## src/rtl/prbs_gen_mc_pkg.sv

```systemverilog
// prbs_pkg: shared types and polynomial tables for the pattern + PRBS source.
//   state_e     : burst state machine states
//   prbs_mode_e : run-time polynomial selection (PRBS7/15/23/31)
//   taps_t      : polynomial order k and the two feedback taps t1, t2
//   lfsr_order  : order k of a polynomial
//   get_taps    : order and taps of a polynomial
package prbs_pkg;

   typedef enum logic [1:0] {
      IDLE    = 2'd0,
      PATTERN = 2'd1,
      PRBS    = 2'd2,
      DONE    = 2'd3
   } state_e;

   typedef enum logic [1:0] {
      PRBS7  = 2'd0,
      PRBS15 = 2'd1,
      PRBS23 = 2'd2,
      PRBS31 = 2'd3
   } prbs_mode_e;

   typedef struct packed {
      logic [5:0] k;
      logic [5:0] t1;
      logic [5:0] t2;
   } taps_t;

   function automatic logic [5:0] lfsr_order(prbs_mode_e m);
      logic [5:0] k;
      case (m)
         PRBS7:   k = 6'd7;
         PRBS15:  k = 6'd15;
         PRBS23:  k = 6'd23;
         default: k = 6'd31;
      endcase
      return k;
   endfunction

   function automatic taps_t get_taps(prbs_mode_e m);
      taps_t t;
      t.k = lfsr_order(m);
      case (m)
         PRBS7:   begin t.t1 = 6'd7;  t.t2 = 6'd6;  end
         PRBS15:  begin t.t1 = 6'd15; t.t2 = 6'd14; end
         PRBS23:  begin t.t1 = 6'd23; t.t2 = 6'd18; end
         default: begin t.t1 = 6'd31; t.t2 = 6'd28; end
      endcase
      return t;
   endfunction

endpackage

```

## src/rtl/prbs_gen_mc_if.sv

```systemverilog
// prbs_gen_mc_if: valid/ready output stream of the pattern + PRBS source.
//   out_data  : output beat (OUT_W bits)
//   out_valid : out_data holds a beat
//   out_ready : sink accepts the beat
// master = source side, slave = sink side.
interface prbs_gen_mc_if #(
   parameter int OUT_W = 8
) ();
   logic [OUT_W-1:0] out_data;
   logic             out_valid;
   logic             out_ready;

   modport master (output out_data, output out_valid, input out_ready);
   modport slave  (input out_data, input out_valid, output out_ready);
endinterface

```

## src/rtl/prbs_gen_mc_lfsr_step.sv

```systemverilog
// prbs_lfsr_step: purely combinational OUT_W-bit advance of the Fibonacci LFSR.
//   state_i : current LFSR state (only the low k bits are meaningful)
//   mode_i  : selected polynomial
//   next_o  : LFSR state after OUT_W single-bit steps
//   bits_o  : the OUT_W feedback bits, first generated bit in the MSB
module prbs_lfsr_step
   import prbs_pkg::*;
#(
   parameter int OUT_W  = 8,
   parameter int LFSR_W = 31
) (
   input  logic [LFSR_W-1:0] state_i,
   input  prbs_mode_e        mode_i,
   output logic [LFSR_W-1:0] next_o,
   output logic [OUT_W-1:0]  bits_o
);

   localparam logic [LFSR_W-1:0] ONE = {{(LFSR_W-1){1'b0}}, 1'b1};

   taps_t             taps;
   logic [LFSR_W-1:0] mask;
   logic [LFSR_W-1:0] t1_m;
   logic [LFSR_W-1:0] t2_m;
   logic [LFSR_W-1:0] s;
   logic              fb;

   always_comb begin
      taps   = get_taps(mode_i);
      mask   = {LFSR_W{1'b1}} >> (LFSR_W - int'(taps.k));
      t1_m   = ONE << (taps.t1 - 6'd1);
      t2_m   = ONE << (taps.t2 - 6'd1);
      s      = state_i & mask;
      fb     = 1'b0;
      bits_o = '0;
      // NOTE: blocking assignments here are deliberate: each loop pass must see
      // the state produced by the previous pass, unrolling into a chain of gates.
      for (int i = 0; i < OUT_W; i++) begin
         fb                 = (|(s & t1_m)) ^ (|(s & t2_m));
         bits_o[OUT_W-1-i]  = fb;
         s                  = ((s << 1) | {{(LFSR_W-1){1'b0}}, fb}) & mask;
      end
      next_o = s;
   end

endmodule

```

## src/rtl/prbs_gen_mc.sv

```systemverilog
// prbs_gen_mc: link-test source. Emits a pattern word n times (MSB-first slices),
// then a PRBS7/15/23/31 stream of OUT_W-bit beats, over a valid/ready stream.
//   CLK, RST     : clock, synchronous active-high reset
//   start, stop  : launch a burst from IDLE / abort back to IDLE
//   mode, seed, pattern, n, prbs_len : burst configuration, captured at start
//   out_if       : output stream (master side)
//   busy         : not IDLE; pattern_done: in PRBS or DONE; done: DONE entered
module prbs_gen_mc
   import prbs_pkg::*;
#(
   parameter int OUT_W     = 8,
   parameter int PAT_BYTES = 4,
   parameter int LFSR_W    = 31,
   parameter int CNT_W     = 16
) (
   input  logic                   CLK,
   input  logic                   RST,
   input  logic                   start,
   input  logic                   stop,
   input  logic [1:0]             mode,
   input  logic [LFSR_W-1:0]      seed,
   input  logic [8*PAT_BYTES-1:0] pattern,
   input  logic [CNT_W-1:0]       n,
   input  logic [CNT_W-1:0]       prbs_len,
   prbs_gen_mc_if.master          out_if,
   output logic                   busy,
   output logic                   pattern_done,
   output logic                   done
);

   localparam int PW     = 8 * PAT_BYTES;
   localparam int SLICES = PW / OUT_W;
   localparam int SW     = (SLICES > 1) ? $clog2(SLICES) : 1;
   localparam logic [SW-1:0]    SLICE_LAST = SW'(SLICES - 1);
   localparam logic [SW-1:0]    SLICE_ONE  = 1;
   localparam logic [CNT_W-1:0] CNT_ONE    = 1;

   state_e            state_q, state_d;
   prbs_mode_e        mode_q, mode_d;
   logic [LFSR_W-1:0] lfsr_q, lfsr_d;
   logic [PW-1:0]     pattern_q, pattern_d;
   logic [CNT_W-1:0]  n_q, n_d;
   logic [CNT_W-1:0]  len_q, len_d;
   logic [CNT_W-1:0]  rep_q, rep_d;
   logic [CNT_W-1:0]  beat_q, beat_d;
   logic [SW-1:0]     slice_q, slice_d;
   logic [OUT_W-1:0]  data_q, data_d;
   logic              valid_q, valid_d;

   logic [LFSR_W-1:0] seed_mask;
   logic [LFSR_W-1:0] seed_fix;
   logic [LFSR_W-1:0] step_state;
   prbs_mode_e        step_mode;
   logic [LFSR_W-1:0] step_next;
   logic [OUT_W-1:0]  step_bits;
   logic              xfer;

   function automatic logic [OUT_W-1:0] slice_of(logic [PW-1:0] w, int idx);
      logic [PW-1:0] t;
      t = w << (idx * OUT_W);
      return t[PW-1 -: OUT_W];
   endfunction

   // An all-zero seed would lock the LFSR up; substitute all-ones in the k bits.
   assign seed_mask = {LFSR_W{1'b1}} >> (LFSR_W - int'(lfsr_order(prbs_mode_e'(mode))));
   assign seed_fix  = ((seed & seed_mask) == '0) ? seed_mask : (seed & seed_mask);

   // In IDLE the stepper runs on the incoming seed so that an n=0 burst has its
   // first PRBS beat ready right after the start edge. lfsr_q always holds the
   // state after the beat currently presented in data_q.
   assign step_state = (state_q == IDLE) ? seed_fix : lfsr_q;
   assign step_mode  = (state_q == IDLE) ? prbs_mode_e'(mode) : mode_q;

   prbs_lfsr_step #(
      .OUT_W  (OUT_W),
      .LFSR_W (LFSR_W)
   ) u_step (
      .state_i (step_state),
      .mode_i  (step_mode),
      .next_o  (step_next),
      .bits_o  (step_bits)
   );

   assign xfer = valid_q && out_if.out_ready;

   always_comb begin
      // NOTE: every _d defaults to its _q so no path leaves a variable
      // unassigned, which would otherwise infer a latch.
      state_d   = state_q;
      mode_d    = mode_q;
      lfsr_d    = lfsr_q;
      pattern_d = pattern_q;
      n_d       = n_q;
      len_d     = len_q;
      rep_d     = rep_q;
      beat_d    = beat_q;
      slice_d   = slice_q;
      data_d    = data_q;
      valid_d   = valid_q;

      case (state_q)
         IDLE: begin
            valid_d = 1'b0;
            if (start) begin
               mode_d    = prbs_mode_e'(mode);
               pattern_d = pattern;
               n_d       = n;
               len_d     = prbs_len;
               rep_d     = '0;
               beat_d    = '0;
               slice_d   = '0;
               valid_d   = 1'b1;
               if (n == '0) begin
                  state_d = PRBS;
                  data_d  = step_bits;
                  lfsr_d  = step_next;
               end else begin
                  state_d = PATTERN;
                  data_d  = pattern[PW-1 -: OUT_W];
                  lfsr_d  = seed_fix;
               end
            end
         end
         PATTERN: begin
            if (xfer) begin
               if (slice_q == SLICE_LAST) begin
                  slice_d = '0;
                  if (rep_q == n_q - CNT_ONE) begin
                     // Last slice of the last repetition: first PRBS beat follows
                     // on the very next cycle.
                     state_d = PRBS;
                     data_d  = step_bits;
                     lfsr_d  = step_next;
                  end else begin
                     rep_d  = rep_q + CNT_ONE;
                     data_d = slice_of(pattern_q, 0);
                  end
               end else begin
                  slice_d = slice_q + SLICE_ONE;
                  data_d  = slice_of(pattern_q, int'(slice_q) + 1);
               end
            end
         end
         PRBS: begin
            if (xfer) begin
               if ((len_q != '0) && (beat_q == len_q - CNT_ONE)) begin
                  state_d = DONE;
                  valid_d = 1'b0;
               end else begin
                  beat_d = beat_q + CNT_ONE;
                  data_d = step_bits;
                  lfsr_d = step_next;
               end
            end
         end
         DONE: begin
            valid_d = 1'b0;
            state_d = IDLE;
         end
         default: state_d = IDLE;
      endcase

      if (stop) begin
         state_d = IDLE;
         valid_d = 1'b0;
      end
   end

   // NOTE: sequential state is updated only with non-blocking assignments so
   // every register samples pre-edge values regardless of statement order.
   always_ff @(posedge CLK) begin
      if (RST) begin
         state_q   <= IDLE;
         mode_q    <= PRBS7;
         lfsr_q    <= '0;
         pattern_q <= '0;
         n_q       <= '0;
         len_q     <= '0;
         rep_q     <= '0;
         beat_q    <= '0;
         slice_q   <= '0;
         data_q    <= '0;
         valid_q   <= 1'b0;
      end else begin
         state_q   <= state_d;
         mode_q    <= mode_d;
         lfsr_q    <= lfsr_d;
         pattern_q <= pattern_d;
         n_q       <= n_d;
         len_q     <= len_d;
         rep_q     <= rep_d;
         beat_q    <= beat_d;
         slice_q   <= slice_d;
         data_q    <= data_d;
         valid_q   <= valid_d;
      end
   end

   assign out_if.out_data  = data_q;
   assign out_if.out_valid = valid_q;
   assign busy             = (state_q != IDLE);
   assign pattern_done     = (state_q == PRBS) || (state_q == DONE);
   assign done             = (state_q == DONE);

endmodule

```

## src/flat_wrapper.sv

```systemverilog
// flat-port wrapper written by rule: the top's interface ports become plain ports
module prbs_gen_mc_flat import prbs_pkg::*;
#(
   parameter int OUT_W     = 8,
   parameter int PAT_BYTES = 4,
   parameter int LFSR_W    = 31,
   parameter int CNT_W     = 16
)
  (CLK, RST, start, stop, mode, seed, pattern, n, prbs_len, busy, pattern_done, done, out_if_out_data, out_if_out_valid, out_if_out_ready);
  prbs_gen_mc_if #(.OUT_W(OUT_W)) out_if_i ();
  input  logic CLK;
  input  logic RST;
  input  logic start;
  input  logic stop;
  input  logic [1:0] mode;
  input  logic [LFSR_W-1:0] seed;
  input  logic [8*PAT_BYTES-1:0] pattern;
  input  logic [CNT_W-1:0] n;
  input  logic [CNT_W-1:0] prbs_len;
  output logic busy;
  output logic pattern_done;
  output logic done;
  output wire logic [$bits(out_if_i.out_data)-1:0] out_if_out_data;
  output wire logic [$bits(out_if_i.out_valid)-1:0] out_if_out_valid;
  input wire logic [$bits(out_if_i.out_ready)-1:0] out_if_out_ready;
  assign out_if_out_data = out_if_i.out_data;
  assign out_if_out_valid = out_if_i.out_valid;
  assign out_if_i.out_ready = out_if_out_ready;
  prbs_gen_mc #(.OUT_W(OUT_W), .PAT_BYTES(PAT_BYTES), .LFSR_W(LFSR_W), .CNT_W(CNT_W)) u_core (.CLK(CLK), .RST(RST), .start(start), .stop(stop), .mode(mode), .seed(seed), .pattern(pattern), .n(n), .prbs_len(prbs_len), .out_if(out_if_i), .busy(busy), .pattern_done(pattern_done), .done(done));
endmodule
```

## config.mk

```make
export PLATFORM = sky130hd
export DESIGN_NAME = prbs_gen_mc_flat
export DESIGN_NICKNAME = d
export VERILOG_FILES = /design/src/rtl/prbs_gen_mc_pkg.sv /design/src/rtl/prbs_gen_mc_if.sv /design/src/rtl/prbs_gen_mc_lfsr_step.sv /design/src/rtl/prbs_gen_mc.sv /design/src/flat_wrapper.sv
export SDC_FILE = /design/constraint.sdc
export NUM_CORES = 1
export LEC_CHECK = 0
export ABC_AREA = 1
export CAP_MARGIN = 25
export CORE_MARGIN = 2
export CORE_UTILIZATION = 50
export DETAILED_ROUTE_END_ITERATION = 16
export PLACE_DENSITY_LB_ADDON = 0.12
export SYNTH_ARGS = -nofsm -noshare
export SYNTH_HDL_FRONTEND = slang
export SYNTH_SLANG_ARGS = --single-unit
export TNS_END_PERCENT = 50
```

## constraint.sdc

```tcl
create_clock -name CLK -period 4.6 [get_ports CLK]
set_input_delay 0.92 -clock CLK [delete_from_list [all_inputs] [get_ports CLK]]
set_output_delay 0.92 -clock CLK [all_outputs]
set_load 0.02 [all_outputs]
```

== Word-level counts from Yosys, hierarchy flattened ==
Cells that the tools add are included.
Widths: inputs -> output; s select.

* Register bits after elaboration: 142
* Bits in latches: 0
* RAM bits: 0
* Bits in read-only memories: 0
* Input port bits: 102
* Word-level logic and storage cells: 171
* Memories kept: 0

* Add/subtract/negate cells: 10
* Multipliers: 0
* Divide/modulo/power cells: 0
* $lt $le $gt $ge: 0
* Equality and inequality tests: 18
* Shifts and indexed selects: 5
* Muxes and demuxes: 46
* Bitwise operators: 42
* Reduce and logical (&&, ||, !) cells: 39

{| class="wikitable"
|+ Operators with widths
! cell !! count
|-
| $and 31x31->31 || 26
|-
| $reduce_or 31->1 || 16
|-
| $mux 31 || 9
|-
| $or 31x1->31 || 8
|-
| $mux 16 || 6
|-
| $pmux 31 s3 || 1
|-
| $pmux 16 s2 || 2
|-
| $shr 31x32->31 const A || 2
|-
| $shl 1x6->31 const A || 2
|-
| $mux 8 || 7
|-
| $pmux 11 s3 || 1
|-
| $add 16x1->16 const B || 2
|-
| $eq 16x16->1 || 2
|-
| $shl 32x32->32 || 1
|-
| $sub 16x1->16 const B || 2
|-
| $logic_not 31->1 || 1
|-
| $pmux 5 s3 || 2
|-
| $pmux 8 s3 || 1
|-
| $mux 2 || 11
|-
| $logic_not 16->1 || 1
|-
| $reduce_bool 16->1 || 1
|-
| $sub 5x5->6 const A || 2
|-
| $sub 6x1->6 const B || 2
|-
| $eq 2x2->1 const B || 5
|-
| other kinds (22) || 47
|}

== Depth between registers and ports, before layout ==
Gate-level depths: netlist of the first run.

* Depth after elaboration: 53
* Gate-level depth with buffers: 22
* Mapped depth without buffers: 21

== By module ==
From an unflattened synthesis of the first run, not the netlist that was laid out.

* Cells, all modules: 1694
* Area, all modules: 10104.7 µm²

{| class="wikitable"
|+ Modules (own cells, without submodules)
! module !! times used !! cells an instance !! area an instance (µm²) !! seq. area each (µm²)
|-
| prbs_gen_mc || 1 || 1529 || 9302.7 || 2842.7
|-
| prbs_lfsr_step || 1 || 165 || 802.0 || 0.0
|}

== Worst setup path before layout of the first run ==
OpenSTA, ideal clock, no wires.

* Path type: input -> register
* Start point: in mode[0]
* End point: reg u_core.data_q[2], in the netlist u_core.out_if.out_data[2]
* Setup time: 66 ps
* Arrival: 2735 ps
* Data required time: 4534 ps
* Path slack: 1798 ps
* Stages on the path: 19
* Path buffers: 2
* Cell sequence: or2_1 buf_6 nand2_1 nand2_1 nor2_1 nand2_2 buf_6 a21oi_1 inv_1 a21oi_2 nand2_1 o21ai_1 inv_1 nand3_1 xor2_1 nand2_1 nand2_1 inv_1 a21oi_2

* Word-level cells in the longest chain between the ends: 41
* Elaborated cells between the ends (all ways): 71

{| class="wikitable"
|+ Ends and longest elaborated chain
! what !! line !! RTL
|-
| start, declared || flat_wrapper.sv:15 || <nowiki>input logic [1:0] mode;</nowiki>
|-
| $eq 2x2->1 (tied with other cells) || prbs_gen_mc_pkg.sv:31 || <nowiki>case (m)</nowiki>
|-
| $pmux 5 s3 || prbs_gen_mc_pkg.sv:31 ||
|-
| $sub 5x5->6 || prbs_gen_mc.sv:65 || <nowiki>assign seed_mask = {LFSR_W{1'b1}} >> (LFSR_W - int'(lfsr_order(prbs_mode_e'(mode))));</nowiki>
|-
| $shr 31x32->31 || prbs_gen_mc.sv:65 ||
|-
| $and 31x31->31 || prbs_gen_mc.sv:66 || <nowiki>assign seed_fix = ((seed & seed_mask) == '0) ? seed_mask : (seed & seed_mask);</nowiki>
|-
| $logic_not 31->1 || prbs_gen_mc.sv:66 ||
|-
| $mux 31 || prbs_gen_mc.sv:66 ||
|-
| $mux 31 || prbs_gen_mc.sv:71 || <nowiki>assign step_state = (state_q == IDLE) ? seed_fix : lfsr_q;</nowiki>
|-
| [25 not listed] || -- ||
|-
| $and 31x31->31 || prbs_gen_mc_lfsr_step.sv:40 || <nowiki>s = ((s << 1) | {{(LFSR_W-1){1'b0}}, fb}) & mask;</nowiki>
|-
| $and 31x31->31 || prbs_gen_mc_lfsr_step.sv:38 || <nowiki>fb = (|(s & t1_m)) ^ (|(s & t2_m));</nowiki>
|-
| $reduce_or 31->1 || prbs_gen_mc_lfsr_step.sv:38 ||
|-
| $xor 1x1->1 * || prbs_gen_mc_lfsr_step.sv:38 ||
|-
| $mux 8 || prbs_gen_mc.sv:128 || <nowiki>if (rep_q == n_q - CNT_ONE) begin</nowiki>
|-
| $mux 8 || prbs_gen_mc.sv:126 || <nowiki>if (slice_q == SLICE_LAST) begin</nowiki>
|-
| $mux 8 || prbs_gen_mc.sv:125 || <nowiki>if (xfer) begin</nowiki>
|-
| $pmux 8 s3 * || prbs_gen_mc.sv:101 || <nowiki>case (state_q)</nowiki>
|-
| end signal, assigned || prbs_gen_mc.sv:194 || <nowiki>data_q <= data_d;</nowiki>
|-
| end, declared || prbs_gen_mc.sv:47 || <nowiki>logic [OUT_W-1:0] data_q, data_d;</nowiki>
|}

Mark *: on every way between the ends. The rest lies on a longest branch, timed or not. The select of a mux whose other input is x is not followed.
A chain may end at the register's enable or synchronous reset.

== Worst setup path in the final report of the first run ==
* Start point: in mode[1]
* End point: reg u_core.data_q[4], in the netlist u_core.out_if.out_data[4]

* Word-level cells in the longest chain between the ends: 31
* Elaborated cells between the ends (all ways): 57

{| class="wikitable"
|+ Ends and longest elaborated chain
! what !! line
|-
| $eq 2x2->1 (tied with other cells) || prbs_gen_mc_pkg.sv:31
|-
| $pmux 5 s3 || prbs_gen_mc_pkg.sv:31
|-
| $sub 5x5->6 || prbs_gen_mc.sv:65
|-
| $shr 31x32->31 || prbs_gen_mc.sv:65
|-
| $and 31x31->31 || prbs_gen_mc.sv:66
|-
| $logic_not 31->1 || prbs_gen_mc.sv:66
|-
| $mux 31 || prbs_gen_mc.sv:66
|-
| $mux 31 || prbs_gen_mc.sv:71
|-
| [15 not listed] || --
|-
| $and 31x31->31 || prbs_gen_mc_lfsr_step.sv:40
|-
| $and 31x31->31 || prbs_gen_mc_lfsr_step.sv:38
|-
| $reduce_or 31->1 || prbs_gen_mc_lfsr_step.sv:38
|-
| $xor 1x1->1 * || prbs_gen_mc_lfsr_step.sv:38
|-
| $mux 8 || prbs_gen_mc.sv:128
|-
| $mux 8 || prbs_gen_mc.sv:126
|-
| $mux 8 || prbs_gen_mc.sv:125
|-
| $pmux 8 s3 * || prbs_gen_mc.sv:101
|}

Marked as above.

==> results of run 1 <==
==> stage by stage <==
step | power [mW] | hold WS, ps | utilization
4_1_cts | 4.11 | 450 | 0.614
2_1_floorplan | 2.39 | 424 | -
6_report | 4.11 | 449 | 0.614
5_1_grt | 4.34 | 460 | 0.614
3_3_place_gp | 2.76 | 436 | 0.582
3_5_place_dp | 2.77 | 442 | 0.582
==> cell families after synthesis <==
kind of cell    after synthesis  synth area share
compound gates              341             0.204
buf+inv                     210            0.0963
mux                           1           0.00112
flops                       142             0.318
xor+xnor                     73            0.0714
simple gates                620             0.297
fa+ha+maj                     9            0.0126
==> registers in the layout, summed over array words and instances (netlist names) <==
name	count
u_core.mode_q	2
u_core.lfsr_q	31
u_core.slice_q	2
u_core.n_q	16
u_core.pattern_q	32
u_core.out_if.out_valid	1
u_core.rep_q	16
u_core.beat_q	16
u_core.len_q	16
u_core.out_if.out_data	8
u_core.state_q	2
==> worst max-delay path, cell delays in order <==
cell,delay [ps]
clkdlybuf4s50_1,740
nand2_1,230
clkinv_1,160
nand2_1,70
nand2_1,60
nor2_1,50
nand2_2,190
buf_4,250
a21oi_1,100
o21ai_0,390
o22ai_1,150
inv_1,100
nand3_1,80
xnor2_1,320
nand2_1,80
o21ai_0,80
nand2_1,70
a21oi_1,180
==> cell type report <==
cell class / instances / area share
clock inverters: 9 / 0.00772
well taps: 225 / 0.0263
flip-flops and latches: 142 / 0.266
clock buffers: 22 / 0.0453
repair buffers: 127 / 0.116
multi-input cells: 1044 / 0.491
inverters: 139 / 0.0488
==> power by group through the flow <==
stage / registers [mW] / clock network [mW] / logic [mW]
finish: 1.48 / 1.34 / 1.29
floorplan: 1.48 / 0 / 0.907
detailed placement: 1.50 / 0 / 1.27
global route: 1.49 / 1.41 / 1.44
global placement: 1.50 / 0 / 1.26
CTS: 1.47 / 1.36 / 1.28
==> synthesized netlist by cell type, types with 4 or more instances <==
cell type  number  area [sq um]
nand2_1       238           893
nor2_1        215           807
o21ai_0       152           761
dfxtp_1       142          2840
inv_1         128           480
a21oi_1       120           601
nand3_1        82           410
xor2_1         55           482
clkbuf_1       45           169
nand4_1        21           131
nor3_1         18          90.1
xnor2_1        18           158
o21ai_1        14          70.1
nor4_1         13          81.3
a31oi_1        11          68.8
buf_2          11          55.1
o22ai_1        11          68.8
ha_1            9           113
a211oi_1        8          60.1
inv_2           8          30.0
nand2_2         7          43.8
o211ai_1        7          52.6
or2_2           7          43.8
buf_6           6          67.6
buf_1           5          18.8
nor2_2          5          31.3
a22oi_1         4          30.0
buf_4           4          30.0
nand3_2         4          40.0
o31ai_1         4          30.0
==> how the worst min path moves through the flow <==
stage | start | to | depth (start not counted)
6_report | u_core.pattern_q[7] | u_core.pattern_q[7] | 2
5_1_grt | u_core.pattern_q[5] | u_core.pattern_q[5] | 2
4_1_cts | u_core.pattern_q[3] | u_core.pattern_q[3] | 2
3_5_place_dp | u_core.pattern_q[3] | u_core.pattern_q[3] | 2
3_3_place_gp | u_core.pattern_q[5] | u_core.pattern_q[5] | 2
2_1_floorplan | u_core.pattern_q[2] | u_core.pattern_q[2] | 2
==> routing by layer <==
metal / up-vias / routed length [um] / share of wire
met5: - / 0 / 0
met4: 0 / 529 / 0.020
met3: 42 / 1590 / 0.060
met2: 274 / 12000 / 0.45
met1: 4283 / 12300 / 0.47
li1: 4760 / - / -
==> flow_metrics.py, run 1 <==
metrics = {
    "outcome": {
        "outcome": "finished, final reports clean",
    },
    "timing": {
        "totalNegativeSetupSlack_ps": 0,
        "worstMarginPinSlew_ps": 826,
        "hold_viol_final": 0,
        "period_minus_slack_ps": 3880,
        "finalMaxSlewViolations": 0,
        "slew_headroom": 0.449,
        "rsz0062_at_grt": "no",
        "setup_viol": 0,
        "fin_skew_ps": 8.29,
        "fmax_ghz": 0.258,
        "min_period_over_period": 0.844,
        "setup_slack_ps": 720,
    },
    "placement": {
        "placed_cell_area_sq_um": 10100,
        "gp_congestion": 0.983,
        "port_buffers": 113,
        "hpwlAfterDp_mm": 19.2,
        "post-place-cells": 1677,
        "place_worst_setup_slack_ps": 415,
    },
    "power_and_ir_drop": {
        "switching_share": 0.358,
        "ir_drop_v": 0.000331,
        "internal-power_mw": 2.64,
        "p_comb_frac": 0.314,
        "sequentialPowerShare": 0.359,
        "power_density_nw_per_um2": 384,
        "p_leak_nw": 4.45,
        "power.share.clock": 0.327,
        "switching_power_mw": 1.47,
    },
    "critical_path": {
        "worstReg2RegStart": "u_core.n_q[0]",
        "timing.rr.end": "u_core.lfsr_q[16]",
        "setup.worst_path.start_class": "primary input",
        "crit_fanout": 13,
        "regToRegSetupSlack_ps": 910,
        "crit_type": "in -> reg",
        "crit_path_start": "mode[1]",
        "crit_path_end": "u_core.out_if.out_data[4]",
        "cp.required_ps": 4950,
        "end_kind": "register",
        "reg2reg_depth": 18,
        "crit_arrival_ps": 4230,
    },
    "logic_synthesis": {
        "synth_ff_type": "dfxtp_1",
        "synth-warning-count": 0,
        "syn-num-nets": 1507,
        "ys_async_sr_fraction": 0,
        "syn_area_sq_um": 8950,
        "synth_cells": 1396,
        "synth-edff-count": 0,
        "ys_types": 45,
        "seq_area_frac_synth": 0.318,
        "synth.avg_cell_area_sq_um": 6.41,
        "synth-seq-cells": 142,
    },
    "global_route": {
        "grtUsageTotal": 0.283,
        "grt_overflow_total": 0,
        "antenna_found_initial": 0,
        "grtUsageMet1": 0.378,
        "first_global_vias": 8562,
        "grt_pass1_wl_mm": 42.4,
        "grt-busiest-layer": "met2",
        "grt_use_met2": 0.456,
        "use_met3": 0.0614,
        "grt_max_degree": 96,
    },
    "cells_and_area": {
        "area_growth_pct": 19.5,
        "stdcell_area_sq_um": 10700,
        "nets": 1582,
        "layout_common_cells": "237 x nand2_1, 214 x nor2_1, 152 x o21ai_0",
        "final_cells": 1708,
        "final_common_cell": "nand2_1",
        "diodes": 0,
        "multi_input_area_sq_um": 5250,
        "drive_gt1_frac": 0.0566,
        "regArea_sq_um": 2840,
        "fillCellCount": 1705,
    },
    "floorplan": {
        "rows": 48,
        "dieArea_sq_um": 19000,
        "die_y_um": 138,
        "die_x_um": 138,
        "coreArea_sq_um": 17400,
        "initial_utilization": 0.514,
        "pin_count": 114,
    },
    "detailed_routing": {
        "dr.pass1.iters": 5,
        "vias": 9359,
        "vias_per_cell": 5.48,
        "wl_per_cell_um": 15.5,
        "postRouteAntennaNets": 0,
        "finalWirelength_mm": 26.5,
        "drt-initial-drc-count": 878,
        "drcViolationCount": 0,
    },
    "clock_network": {
        "insertion_delay_ps": 430,
        "cts_resized": 0,
        "clkSinkCount": 142,
        "cts-root-buf": "clkbuf_16",
        "cts_tree": "done",
        "htreeDepth": 4,
        "clk_path_buf_depth": 2,
        "post_cts_buffers": 0,
        "cts_hold_buf": 0,
        "cts_inserted_buffers": 17,
        "path_clk_slew_ps": 60,
    },
    "job": {
        "drv_cap": 0,
    },
    "worst_hold_path": {
        "hold_class": "reg -> reg",
    },
}
Power figures use the tool's default switching activity.
==> run 2: changes to the inputs <==
Clock period 4.6 ns to 3.9 ns, I/O delays scaled along.
==> run 2 against run 1 <==
  * Power rose by 24%
  * Combinational power rose by 22%
  * First-iteration DRC count fell by 0.91%
  * Largest power group is now the clock network
  * Die area is the same
  * Critical endpoint unchanged
  * Critical path type unchanged
==> flow_metrics.py, run 2 (same netlist as run 1, synthesis figures left out) <==
metrics = {
    "power_and_ir_drop": {
        "ir_drop_v": 0.000339,
        "p_leak_nw": 4.55,
        "power_density_nw_per_um2": 469,
    },
    "placement": {
        "place_worst_setup_slack_ps": 102,
        "gp_congestion": 0.989,
        "hpwlAfterDp_mm": 20.1,
        "port_buffers": 113,
    },
    "detailed_routing": {
        "postRouteAntennaNets": 0,
        "drcViolationCount": 0,
        "vias": 9404,
        "wl_per_cell_um": 15.9,
        "finalWirelength_mm": 27.3,
        "vias_per_cell": 5.46,
        "drt-initial-drc-count": 870,
        "dr.pass1.iters": 6,
    },
    "timing": {
        "setup_viol": 0,
        "fin_skew_ps": 14.1,
        "totalNegativeSetupSlack_ps": 0,
        "hold_viol_final": 0,
        "fmax_ghz": 0.289,
        "min_period_over_period": 0.886,
        "rsz0062_at_grt": "no",
        "worstMarginPinSlew_ps": 937,
        "finalMaxSlewViolations": 0,
        "setup_slack_ps": 444,
        "period_minus_slack_ps": 3460,
        "slew_headroom": 0.374,
    },
    "floorplan": {
        "pin_count": 114,
        "die_x_um": 138,
        "rows": 48,
        "initial_utilization": 0.514,
        "dieArea_sq_um": 19000,
        "die_y_um": 138,
        "coreArea_sq_um": 17400,
    },
    "critical_path": {
        "end_kind": "register",
        "crit_fanout": 14,
        "cp.required_ps": 4260,
        "crit_arrival_ps": 3820,
        "crit_type": "in -> reg",
        "setup.worst_path.start_class": "primary input",
    },
    "clock_network": {
        "cts_tree": "done",
        "insertion_delay_ps": 430,
        "clkSinkCount": 142,
        "clk_path_buf_depth": 2,
        "path_clk_slew_ps": 60,
        "htreeDepth": 4,
        "post_cts_buffers": 0,
        "cts_hold_buf": 0,
        "cts-root-buf": "clkbuf_16",
        "cts_resized": 0,
        "cts_inserted_buffers": 17,
    },
    "cells_and_area": {
        "nets": 1595,
        "area_growth_pct": 21.6,
        "drive_gt1_frac": 0.0641,
        "diodes": 0,
        "layout_common_cells": "237 x nand2_1, 214 x nor2_1, 152 x o21ai_0",
        "final_common_cell": "nand2_1",
        "largest_register": "u_core.pattern_q",
        "fillCellCount": 1709,
        "largest_register_ffs": 32,
        "top_regs": "u_core.pattern_q x32, u_core.lfsr_q x31",
    },
    "worst_hold_path": {
        "hold_class": "reg -> reg",
    },
    "outcome": {
        "outcome": "finished, final reports clean",
    },
    "global_route": {
        "grt_pass1_wl_mm": 44.3,
        "grt_overflow_total": 0,
        "grt_max_degree": 81,
        "first_global_vias": 8894,
        "antenna_found_initial": 0,
        "grtUsageTotal": 0.296,
    },
    "job": {
        "drv_cap": 0,
    },
}
## run 2: final cells by class
type	count	area, sq um	area share
Sequential cell	142	2840	0.261
Tap cell	225	282	0.0259
Clock buffer	24	492	0.0452
Timing Repair Buffer	140	1350	0.124
Inverter	139	522	0.0479
Multi-Input combinational cell	1044	5250	0.482
Clock inverter	8	151	0.0139
## run 2: final timing paths
| check | cells past startpoint | end | start | slack (ps) |
|---|---|---|---|---|
| max | 16 | u_core.out_if.out_data[4] | mode[0] | 440 |
| min | 2 | u_core.pattern_q[5] | u_core.pattern_q[5] | 450 |
| max reg2reg | 18 | u_core.lfsr_q[16] | u_core.n_q[0] | 650 |
| min reg2reg | 2 | u_core.pattern_q[5] | u_core.pattern_q[5] | 450 |
## run 2: metal layers
metal	vias to the layer above	GRT usage	routed length (um)
li1	4792	-	-
met1	4299	0.400	12700
met2	267	0.481	12600
met3	46	0.0541	1480
met4	0	0.0884	568
met5	-	0	0
## run 2: worst max-delay path: stages
cell             delay [ps]
clkdlybuf4s50_1         520
or2_1                   260
nand2_1                  90
nand2_1                  70
nor2_1                   40
nand2_2                 220
a21oi_1                 140
o21ai_0                 530
o22ai_1                 130
inv_1                   110
nand3_1                  90
xnor2_1                 420
nand2_1                  90
o21ai_0                 100
nand2_1                  90
a21oi_1                 130
## run 2: metrics by stage
step	power, mW	instance area (sq um)	utilization	cells	hold WS, ps
after detailed placement	3.31	10200	0.588	1690	441
final	5.10	10900	0.625	1722	450
after CTS	5.10	10900	0.625	1722	450
after floorplan	2.82	8950	-	1396	424
after global routing	5.38	10900	0.625	1722	471
after global placement	3.30	10200	0.588	1690	435
## run 2: where the power goes
group / internal [mW] / switching (mW)
sequential: 1.62 / 0.112
clock: 1.14 / 0.649
combinational: 0.571 / 1.00
total: 3.34 / 1.76
==> run 3: changes to the inputs <==
Settings changed: GPL_ROUTABILITY_DRIVEN set to 0.
==> run 3 against run 2 <==
  * First-iteration DRC count fell by 5.5%
  * Clock power about the same
  * Clock-buffer cell count down 2
  * Critical endpoint unchanged
  * Final area down 0.22%
  * Global-route usage shrank 2.0 points
==> flow_metrics.py, run 3 (same netlist as run 1, synthesis figures left out) <==
metrics = {
    "power_and_ir_drop": {
        "p_total_mw": 5.11,
        "p_comb_frac": 0.304,
        "switching_share": 0.339,
        "p_leak_nw": 4.54,
        "power_density_nw_per_um2": 470,
        "switching_power_mw": 1.73,
        "sequentialPowerShare": 0.339,
        "internal-power_mw": 3.38,
        "ir_drop_v": 0.000341,
        "power.share.clock": 0.357,
    },
    "detailed_routing": {
        "drt-initial-drc-count": 822,
        "vias": 9518,
        "dr.pass1.iters": 7,
        "postRouteAntennaNets": 0,
        "wl_per_cell_um": 15.2,
        "finalWirelength_mm": 26.1,
        "vias_per_cell": 5.54,
        "drcViolationCount": 0,
    },
    "clock_network": {
        "cts_hold_buf": 0,
        "clk_path_buf_depth": 2,
        "cts_inserted_buffers": 17,
        "insertion_delay_ps": 420,
        "post_cts_buffers": 0,
        "htreeDepth": 4,
        "cts_resized": 0,
        "clkSinkCount": 142,
        "path_clk_slew_ps": 60,
        "cts_tree": "done",
        "cts-root-buf": "clkbuf_16",
    },
    "timing": {
        "fmax_ghz": 0.291,
        "hold_viol_final": 0,
        "rsz0062_at_grt": "no",
        "min_period_over_period": 0.882,
        "totalNegativeSetupSlack_ps": 0,
        "finalMaxSlewViolations": 0,
        "fin_skew_ps": 10.7,
        "slew_headroom": 0.519,
        "timing.hold.ws_ps": 447,
        "setup_viol": 0,
        "period_minus_slack_ps": 3440,
        "setup_slack_ps": 460,
        "worstMarginPinSlew_ps": 721,
    },
    "critical_path": {
        "critPathMaxStageDelay_ps": 440,
        "crit_type": "in -> reg",
        "crit_family": "simple AND/OR/NAND/NOR gates",
        "critPathSlowestCell": "clkdlybuf4s50_1",
        "setup.worst_path.start_class": "primary input",
        "path_buf_inv": 2,
        "regToRegSetupSlack_ps": 490,
        "end_kind": "register",
        "crit_fanout": 13,
        "crit_chain": "clkdlybuf4s50_1 -> nor2_1 -> nand2_1 -> nor2_1 -> nand2_1 -> nor2_1 -> nand2_2 -> buf_4 -> a21oi_1 -> o21ai_1 -> o22ai_1 -> nor2_1 -> xnor2_1 -> nand2_1 -> o21ai_0 -> nand2_1 -> a21oi_1",
        "cp.required_ps": 4260,
        "crit_arrival_ps": 3800,
    },
    "cells_and_area": {
        "layout_common_cells": "237 x nand2_1, 214 x nor2_1, 152 x o21ai_0",
        "area_growth_pct": 21.4,
        "diodes": 0,
        "fillCellCount": 1681,
        "top_regs": "u_core.pattern_q x32, u_core.lfsr_q x31",
        "final_common_cell": "nand2_1",
        "nets": 1590,
        "stdcell_area_sq_um": 10900,
        "largest_register_ffs": 32,
        "drive_gt1_frac": 0.0617,
        "largest_register": "u_core.pattern_q",
    },
    "global_route": {
        "grt_pass1_wl_mm": 41.8,
        "antenna_found_initial": 0,
        "grtUsageTotal": 0.276,
        "first_global_vias": 8752,
        "grt_max_degree": 60,
        "grt_overflow_total": 0,
    },
    "job": {
        "drv_cap": 0,
    },
    "floorplan": {
        "die_x_um": 138,
        "pin_count": 114,
        "dieArea_sq_um": 19000,
        "coreArea_sq_um": 17400,
        "rows": 48,
        "die_y_um": 138,
        "initial_utilization": 0.514,
    },
    "worst_hold_path": {
        "hold_class": "reg -> reg",
    },
    "placement": {
        "hpwlAfterDp_mm": 19.0,
        "placed_cell_area_sq_um": 10200,
        "place_worst_setup_slack_ps": 148,
        "port_buffers": 113,
    },
    "outcome": {
        "outcome": "finished, final reports clean",
    },
}
## run 3: changes by cell type in the layout (fill, tap and decap cells not counted)
cell / delta
clkbuf_1: -1
buf_4: -5
clkbuf_8: -1
bufinv_16: +1
inv_6: -1
clkinv_2: +2
## run 3: final timing paths
check,startpoint,to,cells after the start
max,seed[6],u_core.out_if.out_data[4],17
min,u_core.pattern_q[3],u_core.pattern_q[3],2
max reg2reg,u_core.n_q[0],u_core.lfsr_q[16],18
min reg2reg,u_core.pattern_q[3],u_core.pattern_q[3],2
## run 3: worst min-delay path: cells and delay by family (launching register included)
family          cells  cell delay, ps
compound gates      1              50
flops               1             300
buf+inv             1              50
## run 3: final cells by class
cell class	count	area (sq um)	share of cell area
Timing Repair Buffer	135	1310	0.120
Clock inverter	10	183	0.0168
Inverter	139	522	0.0480
Sequential cell	142	2840	0.262
Clock buffer	22	474	0.0437
Multi-Input combinational cell	1044	5250	0.483
Tap cell	225	282	0.0259
## run 3: per-stage QoR
step | std cells | util
after global placement | 1685 | 0.586
after floorplan | 1396 | -
after global routing | 1717 | 0.624
final | 1717 | 0.624
after detailed placement | 1685 | 0.586
after CTS | 1717 | 0.624
## run 3: metal layers
metal  up-vias  track usage  routed length (um)
met2       358        0.448               12000
li1       4776            -                   -
met1      4315        0.360               11700
met3        69       0.0522                1630
met4         0        0.118                 781
met5         -            0                   0
## run 3: power groups by stage
stage | clock [mW] | combinational (mW) | sequential, mW
after global placement | 0 | 1.51 | 1.76
after detailed placement | 0 | 1.52 | 1.76
after CTS | 1.85 | 1.53 | 1.73
final | 1.82 | 1.55 | 1.73
after global routing | 1.90 | 1.72 | 1.75
after floorplan | 0 | 1.07 | 1.75
